### src/rtl/legv8_control_unit.sv
// Multi-cycle LEGv8 control sequencer: fetch, decode IR_out, and drive the
// 40-bit ControlWord for the test-system datapath; halts on illegal opcodes.
module legv8_control_unit (
    input  logic        clock,
    input  logic        reset,
    input  logic [31:0] IR_out,
    input  logic [3:0]  sr_flags,
    input  logic        alu_zero,
    output logic [39:0] ControlWord,
    output logic [2:0]  state,
    output logic        illegal
);

    typedef enum logic [2:0] {
        FETCH = 3'd0,
        EXEC0 = 3'd1,
        EXEC1 = 3'd2,
        HALT  = 3'd7
    } state_t;

    typedef struct packed {
        logic [2:0] cgs;
        logic [2:0] ns;
        logic       as_sel;
        logic [1:0] ds;
        logic [1:0] ps;
        logic       pc_sel;
        logic       b_sel;
        logic       il;
        logic       sl;
        logic [4:0] fs;
        logic       c0;
        logic [1:0] size;
        logic       mw;
        logic       rw;
        logic [4:0] da;
        logic [4:0] sa;
        logic [4:0] sb;
    } cw_t;

    localparam logic [4:0] FS_AND   = 5'b00000;
    localparam logic [4:0] FS_OR    = 5'b00100;
    localparam logic [4:0] FS_ADD   = 5'b01000;
    localparam logic [4:0] FS_SUB   = 5'b01001;
    localparam logic [4:0] FS_XOR   = 5'b01100;
    localparam logic [4:0] FS_PASSB = 5'b10100;

    localparam logic [2:0] CGS_IMM12  = 3'b001;
    localparam logic [2:0] CGS_DADDR  = 3'b010;
    localparam logic [2:0] CGS_BR26   = 3'b011;
    localparam logic [2:0] CGS_BR19   = 3'b100;
    localparam logic [2:0] CGS_MOVW   = 3'b101;

    localparam logic [1:0] PS_HOLD  = 2'b00;
    localparam logic [1:0] PS_INC4  = 2'b01;
    localparam logic [1:0] PS_CONST = 2'b10;

    localparam logic [1:0] DS_ALU = 2'b00;
    localparam logic [1:0] DS_REG = 2'b01;
    localparam logic [1:0] DS_MEM = 2'b11;

    localparam logic [1:0] SIZE_32 = 2'b10;
    localparam logic [1:0] SIZE_64 = 2'b11;

    localparam logic [10:0] OP_ADD  = 11'b10001011000;
    localparam logic [10:0] OP_SUB  = 11'b11001011000;
    localparam logic [10:0] OP_AND  = 11'b10001010000;
    localparam logic [10:0] OP_ORR  = 11'b10101010000;
    localparam logic [10:0] OP_EOR  = 11'b11001010000;
    localparam logic [10:0] OP_LDUR = 11'b11111000010;
    localparam logic [10:0] OP_STUR = 11'b11111000000;

    state_t state_q;
    logic   cbz_zero;
    cw_t    cw;
    logic   cbz_op;
    logic   bad_op;

    logic [10:0] op11;
    logic [4:0]  rd;
    logic [4:0]  rn;
    logic [4:0]  rm;

    assign op11 = IR_out[31:21];
    assign rd   = IR_out[4:0];
    assign rn   = IR_out[9:5];
    assign rm   = IR_out[20:16];

    // The immediate field in IR[15:10] is consumed by the datapath, not here.
    logic unused_ir;
    assign unused_ir = ^IR_out[15:10];

    // Flags arrive as {V,C,N,Z}; 111x is "always".
    function automatic logic cond_true(input logic [3:0] cond, input logic [3:0] f);
        logic v, c, n, z, base;
        v = f[3];
        c = f[2];
        n = f[1];
        z = f[0];
        case (cond[3:1])
            3'b000:  base = z;
            3'b001:  base = c;
            3'b010:  base = n;
            3'b011:  base = v;
            3'b100:  base = c & ~z;
            3'b101:  base = (n == v);
            3'b110:  base = ~z & (n == v);
            default: base = 1'b1;
        endcase
        return (cond[3:1] == 3'b111) ? 1'b1 : (base ^ cond[0]);
    endfunction

    always_comb begin
        // NOTE: every output of this block gets a default first, so no path can infer a latch.
        cw     = '0;
        cbz_op = 1'b0;
        bad_op = 1'b0;
        case (state_q)
            FETCH: begin
                cw.as_sel = 1'b1;
                cw.ds     = DS_MEM;
                cw.size   = SIZE_32;
                cw.il     = 1'b1;
                cw.ps     = PS_INC4;
                cw.ns     = EXEC0;
            end
            EXEC0: begin
                cw.ns = FETCH;
                if (op11 == OP_ADD || op11 == OP_SUB || op11 == OP_AND ||
                    op11 == OP_ORR || op11 == OP_EOR) begin
                    cw.da = rd;
                    cw.sa = rn;
                    cw.sb = rm;
                    cw.rw = 1'b1;
                    cw.ds = DS_ALU;
                    case (op11)
                        OP_ADD:  cw.fs = FS_ADD;
                        OP_SUB:  begin cw.fs = FS_SUB; cw.c0 = 1'b1; end
                        OP_AND:  cw.fs = FS_AND;
                        OP_ORR:  cw.fs = FS_OR;
                        default: cw.fs = FS_XOR;
                    endcase
                end else if (IR_out[31:22] == 10'b1001000100 ||
                             IR_out[31:22] == 10'b1101000100) begin
                    cw.da    = rd;
                    cw.sa    = rn;
                    cw.sb    = rm;
                    cw.rw    = 1'b1;
                    cw.b_sel = 1'b1;
                    cw.cgs   = CGS_IMM12;
                    if (IR_out[30]) begin
                        cw.fs = FS_SUB;
                        cw.c0 = 1'b1;
                    end else begin
                        cw.fs = FS_ADD;
                    end
                end else if (IR_out[31:23] == 9'b110100101) begin
                    cw.fs    = FS_PASSB;
                    cw.b_sel = 1'b1;
                    cw.cgs   = CGS_MOVW;
                    cw.da    = rd;
                    cw.rw    = 1'b1;
                end else if (op11 == OP_LDUR || op11 == OP_STUR) begin
                    cw.sa    = rn;
                    cw.b_sel = 1'b1;
                    cw.cgs   = CGS_DADDR;
                    cw.fs    = FS_ADD;
                    cw.size  = SIZE_64;
                    if (op11 == OP_LDUR) begin
                        cw.ds = DS_MEM;
                        cw.da = rd;
                        cw.rw = 1'b1;
                    end else begin
                        cw.sb = rd;
                        cw.ds = DS_REG;
                        cw.mw = 1'b1;
                    end
                end else if (IR_out[31:26] == 6'b000101) begin
                    cw.cgs = CGS_BR26;
                    cw.ps  = PS_CONST;
                end else if (IR_out[31:25] == 7'b1011010) begin
                    // Test Rt through the ALU now; the branch resolves next cycle.
                    cw.sb  = rd;
                    cw.fs  = FS_PASSB;
                    cw.ns  = EXEC1;
                    cbz_op = 1'b1;
                end else if (IR_out[31:24] == 8'b01010100 && !IR_out[4]) begin
                    if (cond_true(IR_out[3:0], sr_flags)) begin
                        cw.cgs = CGS_BR19;
                        cw.ps  = PS_CONST;
                    end else begin
                        cw.ps  = PS_HOLD;
                    end
                end else begin
                    cw.ns  = HALT;
                    bad_op = 1'b1;
                end
            end
            EXEC1: begin
                cw.cgs = CGS_BR19;
                cw.ps  = (cbz_zero ^ IR_out[24]) ? PS_CONST : PS_HOLD;
                cw.ns  = FETCH;
            end
            default: begin
                cw.ns = HALT;
            end
        endcase
    end

    // Reset forces the word to zero at once so an abandoned instruction never writes.
    assign ControlWord = reset ? cw : '0;
    assign state       = state_q;

    always_ff @(posedge clock or negedge reset) begin
        if (!reset) begin
            state_q  <= FETCH;
            cbz_zero <= 1'b0;
            illegal  <= 1'b0;
        end else begin
            // NOTE: sequential state uses non-blocking assignment so every register samples pre-edge values.
            state_q <= state_t'(cw.ns);
            if (cbz_op) cbz_zero <= alu_zero;
            if (bad_op) illegal  <= 1'b1;
        end
    end

endmodule
### config.mk
export PLATFORM = sky130hd
export DESIGN_NAME = legv8_control_unit
export DESIGN_NICKNAME = d
export VERILOG_FILES = /design/src/rtl/legv8_control_unit.sv
export SDC_FILE = /design/constraint.sdc
export NUM_CORES = 1
export LEC_CHECK = 0
export ABC_AREA = 0
export CELL_PAD_IN_SITES_DETAIL_PLACEMENT = 1
export CELL_PAD_IN_SITES_GLOBAL_PLACEMENT = 1
export CORE_MARGIN = 1.5
export CORE_UTILIZATION = 21
export CTS_BUF_LIST = sky130_fd_sc_hd__clkbuf_16
export CTS_CLUSTER_DIAMETER = 150
export DETAILED_ROUTE_END_ITERATION = 6
export PLACE_DENSITY = 0.88
export SYNTH_ARGS = -nofsm -noshare
export SYNTH_HDL_FRONTEND = slang
export SYNTH_SLANG_ARGS = --single-unit
### constraint.sdc
create_clock -name clock -period 2.08 [get_ports clock]
set_input_delay 0.312 -clock clock [delete_from_list [all_inputs] [get_ports clock]]
set_output_delay 0.312 -clock clock [all_outputs]
set_load 0.1 [all_outputs]
Word-level counts from Yosys, hierarchy flattened
Cells that the tools add are included.

Input bits: 39. Flip-flop bits (word level): 5. Logic and storage cells: 131.

Muxes and demuxes: 90. Reduce and logical (&&, ||, !) cells: 10. Equal/unequal tests: 23. Bitwise operators: 5.

Operator list (number): $eq A11 B11 Y1 const B (7); $mux W3 (16); $mux W5 (9); $mux W40 (1); $mux W1 (35); $mux W16 (2); $mux W6 (5); $eq A10 B10 Y1 const B (2); $mux W2 (10); $mux W17 (1); $pmux W4 S4 (1); $mux W14 (1); $eq A3 B3 Y1 const B (4); $mux W10 (1); $eq A3 B2 Y1 const B (3); $eq A9 B9 Y1 const B (1); $pmux W3 S3 (1); $eq A8 B7 Y1 const B (1); $mux W4 (2); $pmux W2 S2 (2); $eq A7 B7 Y1 const B (1); $pmux W1 S7 (1); $eq A3 B1 Y1 const B (2); $eq A6 B3 Y1 const B (1); 10 further kinds (18).

Depth between registers and ports, before layout
Word-level depth: 23. Gate-level depth with buffers: 6. Gate-level depth less buffers: 5.

Worst setup path after synthesis
OpenSTA, ideal clock, no wires.

Kind: flip-flop to output port. Start: register state_q[0], in the netlist state[0]. End: output port ControlWord[20]. Arrival: 4.627 ns. Path slack: -2.859 ns. Data required time: 1.768 ns. Stages on the path, launching flop included: 6. Path through: dfrtp_1 > nand2b_1 > or2_2 > clkbuf_1 > nor3b_1 > buf_4.

Word-level cells in the longest chain between the ends: 3.

RTL lines: from (decl) (RTL line 73) `state_t state_q;`; from (signal assigned) (RTL line 221) `state_q <= state_t'(cw.ns);`; $eq A3 B1 Y1 (RTL line 118) `case (state_q)`; $mux W6 (RTL line 118); $mux W40 (RTL line 211) `assign ControlWord = reset ? cw : '0;`; to (decl) (RTL line 9) `output logic [39:0] ControlWord,`.

No other way between the ends.

Final worst setup path
Start: input port IR_out[29]. End: output port ControlWord[5].

Word-level cells in the longest chain between the ends: 8. Elaborated cells between the ends (all ways): 22. Those cells by class: eq/ne (10); mux (6); reduce/logical (6).

RTL lines: from (decl) (RTL line 6) `input logic [31:0] IR_out,`; $eq A11 B11 Y1 (on tied branches) (RTL line 163, 129); $logic_or A1 B1 Y1 (on tied branches) (RTL line 163, 129); $mux W14 or $logic_or A1 B1 Y1 (tied branches) (RTL line 163, 129); $mux W10 or $logic_or A1 B1 Y1 (tied branches) (RTL line 157, 129); $mux W16 or $logic_or A1 B1 Y1 (tied branches) (RTL line 143, 130); $mux W16 * (RTL line 129) `if (op11 == OP_ADD || op11 == OP_SUB || op11 == OP_AND ||`; $mux W17 * (RTL line 118); $mux W40 * (RTL line 211).

Mark *: on every way between the ends. The rest lies on a longest branch, timed or not.

==> flow_summary.toml <==
[floorplan]
die_y_um = 75.9
start_util_pct = 21.8
dieArea_um2 = 5750
die_w_um = 75.9
core_um2 = 5110
rows = 26
design.portCount = 83

[power]
intPower_uw = 504
comb_power_share_pct = 44.5
swShare_pct = 32.7
p_sw_uw = 244
leakage_uw = 0.00142
irDropWorstVdd_mv = 0.513
clock_power_share_pct = 42.4
seqPwrFrac_pct = 13.1
p_per_area_nw_per_um2 = 211
power_uw = 748

[drt]
wl_per_cell_um = 27.4
via_count = 2055
routed_via_density = 5.52
drc = 0
antenna_left = 0
drt_first_iter_violations = 118
dr.pass1.iters = 5
totalWireLength_um = 10200

[synthesis]
synth_fa_ha_area_share_pct = 0
ys_seq_area_share_pct = 11.2
synthTopCellsByArea = "dfrtp_1 (11%), and2_1 (7.9%), a21oi_1 (5.4%), nand2_1 (4.4%), o21ai_1 (4.0%)"
synthDistinctLibCells = 58
synthXorXnorAreaFrac_pct = 1.57
syn_area_per_cell_um2 = 7.85
synth_top_area_share_pct = 11.2
synthMuxAreaShare_pct = 3.03
yosysTopAreaCell = "dfrtp_1"
ys.warnings.count = 0
synth_top_family_by_area = "simple AND/OR/NAND/NOR gates"
synth_compound_area_share_pct = 31.8
syn_area_um2 = 1110
synth_seq_cells = 5
synth_most_common_cell = "and2_1"
synthSimpleGateAreaFrac_pct = 45.6
async_flop_share_pct = 100
synth_edf_count = 0
syn_inst = 142
synthTopCellsByCount = "and2_1 (14), nand2_1 (13), a21oi_1 (12), o21ai_1 (9), nand2b_1 (7)"
synthFlopType = "dfrtp_1"

[placement]
portBuffers = 73
dp_cells = 350
hpwlAfterDp_um = 5810
gp_congestion = 0.804

[worst_hold_path]
worstHoldPathType = "input port to asynchronous set/reset pin"

[timing]
clock_skew_ps = 0.982
setup_viol = 34
rsz0062_at_grt = "true"
worst_slack_ps = -427
period_needed_ps = 2510
fin_crit_sh_pct = 121
drv_slew = 0
clock.fmax_ghz = 0.399
hold_viol = 0

[worst_setup_path]
r2r_end = "state[0]"
cp_max_fo = 6
ff2ff_setup_slack_ps = 690
crit_path_end_kind = "primary output"
reg2reg_from = "state[0]"
worstPathRequired_ps = 1770
endpoint = "ControlWord[5]"
critical_path_arrival_ps = 2200
crit_type = "input port to primary output"
startpoint_type = "input port"
worstSetupStartpoint = "IR_out[29]"
reg2regPathDepth = 3

[clock_network]
cts_sinks = 5
clockRootBuffer = "clkbuf_16"
clkTransAtPathRegs_ps = 30
clockBufferDepth = 2
clk_latency_ps = 230
ctsHtreeMaxLevel = 1
hold_buffers = 0
cts_tree = "built"
cts-buffers-inserted = 3

[outcome]
violations = "setup timing"
status = "finished, violations left"

[global_routing]
grt_start_max_net_pins = 9
busiest_layer = "met2"
grt_usage_pct = 32.4
grt_pass1_vias = 2223
met3_usage_pct = 4.37
antenna_found_initial = 0
grtUsageMet1_pct = 35.1
grt_first_pass_wirelength_um = 13200
use_met2_pct = 57.5
grt_overflow = 0

[job]
drv_cap = 0

[finish]
fin_cells = 372
drive_gt1_share_pct = 74.8
area_delta_synth_final_pct = 218
n_antenna_cell = 0
final_core_utilization_pct = 69.5
fillCellCount = 515
final_nets = 342
==> worst max-delay path: stages <==
cell,delay [ps]
buf_8,100
or2b_4,270
buf_6,140
nor4_4,380
o21ai_2,160
buf_4,170
a31oi_4,180
buf_6,140
and2_4,160
buf_12,170
==> flip-flops by register name, summed over array words and instances (netlist names) <==
name,cells
state,3
cbz_zero,1
illegal,1
==> layer usage <==
metal	routed length [um]	vias up
li1	-	858
met1	3750	1000
met2	5100	145
met3	615	52
met4	724	0
met5	0	-
==> cells in the final DEF, fill, tap and decap left out, types with 4 or more instances in the layout <==
master and n:
o21ai_4 7, a21oi_4 9, nand2b_4 4, nand2b_1 4, clkdlybuf4s50_1 14, nand2_1 9, nand2_2 4, and2_4 14
nor2_4 4, dlygate4sd2_1 7, buf_12 38, buf_6 21, buf_4 73, clkbuf_16 4
==> power groups by stage <==
stage | combinational (uW) | sequential (uW) | clock (uW)
2_1_floorplan | 106 | 99.2 | 0
3_5_place_dp | 272 | 99.2 | 0
5_1_grt | 339 | 97.8 | 327
3_3_place_gp | 258 | 99.2 | 0
6_report | 333 | 97.9 | 317
4_1_cts | 286 | 97.9 | 318
==> worst min-delay path by stage <==
stage                     to  slack (ps)    start  cells after the start
finish              state[2]         230    reset                      2
CTS                 state[1]         220    reset                      2
global placement     illegal         470  illegal                      1
floorplan           cbz_zero          20    reset                      0
detailed placement   illegal         510  illegal                      1
global route        state[2]         250    reset                      2
==> metrics by stage <==
stage	setup slack [ps]	cell area, um^2	setup TNS [ps]	hold WS [ps]
2_1_floorplan	-1050	1410	-15320	16.4
5_1_grt	-459	3550	-12630	252
6_report	-427	3550	-11840	228
3_3_place_gp	-723	3050	-21630	468
4_1_cts	-547	3400	-8850	222
3_5_place_dp	-792	3050	-24460	512
==> area by class of cell <==
type                    count  area [um^2]  area share, %
clock buffers               3         75.1           2.12
clock inverters             1         3.75          0.106
inverters                   5         26.3          0.741
multi-input cells         126         1360           38.3
flip-flops and latches      5          136           3.84
well taps                  70         87.6           2.47
repair buffers            162         1860           52.4
==> cells by family after synthesis <==
kind of cell              after synthesis
DFF                                     5
and+or+nand+nor                        75
xor gates and xnor gates                2
other                                   1
AOI/OAI and AO/OA                      44
buffers and inverters                  13
muxes                                   2
==> repair_timing <==
action / CTS / global route
pin swaps: 42 / 25
gates resized for setup: 94 / 26
setup buffers: 10 / 12
setup endpoints to repair: 39 / 35
gates cloned: 0 / 0
(Power assumes the default switching activity.)
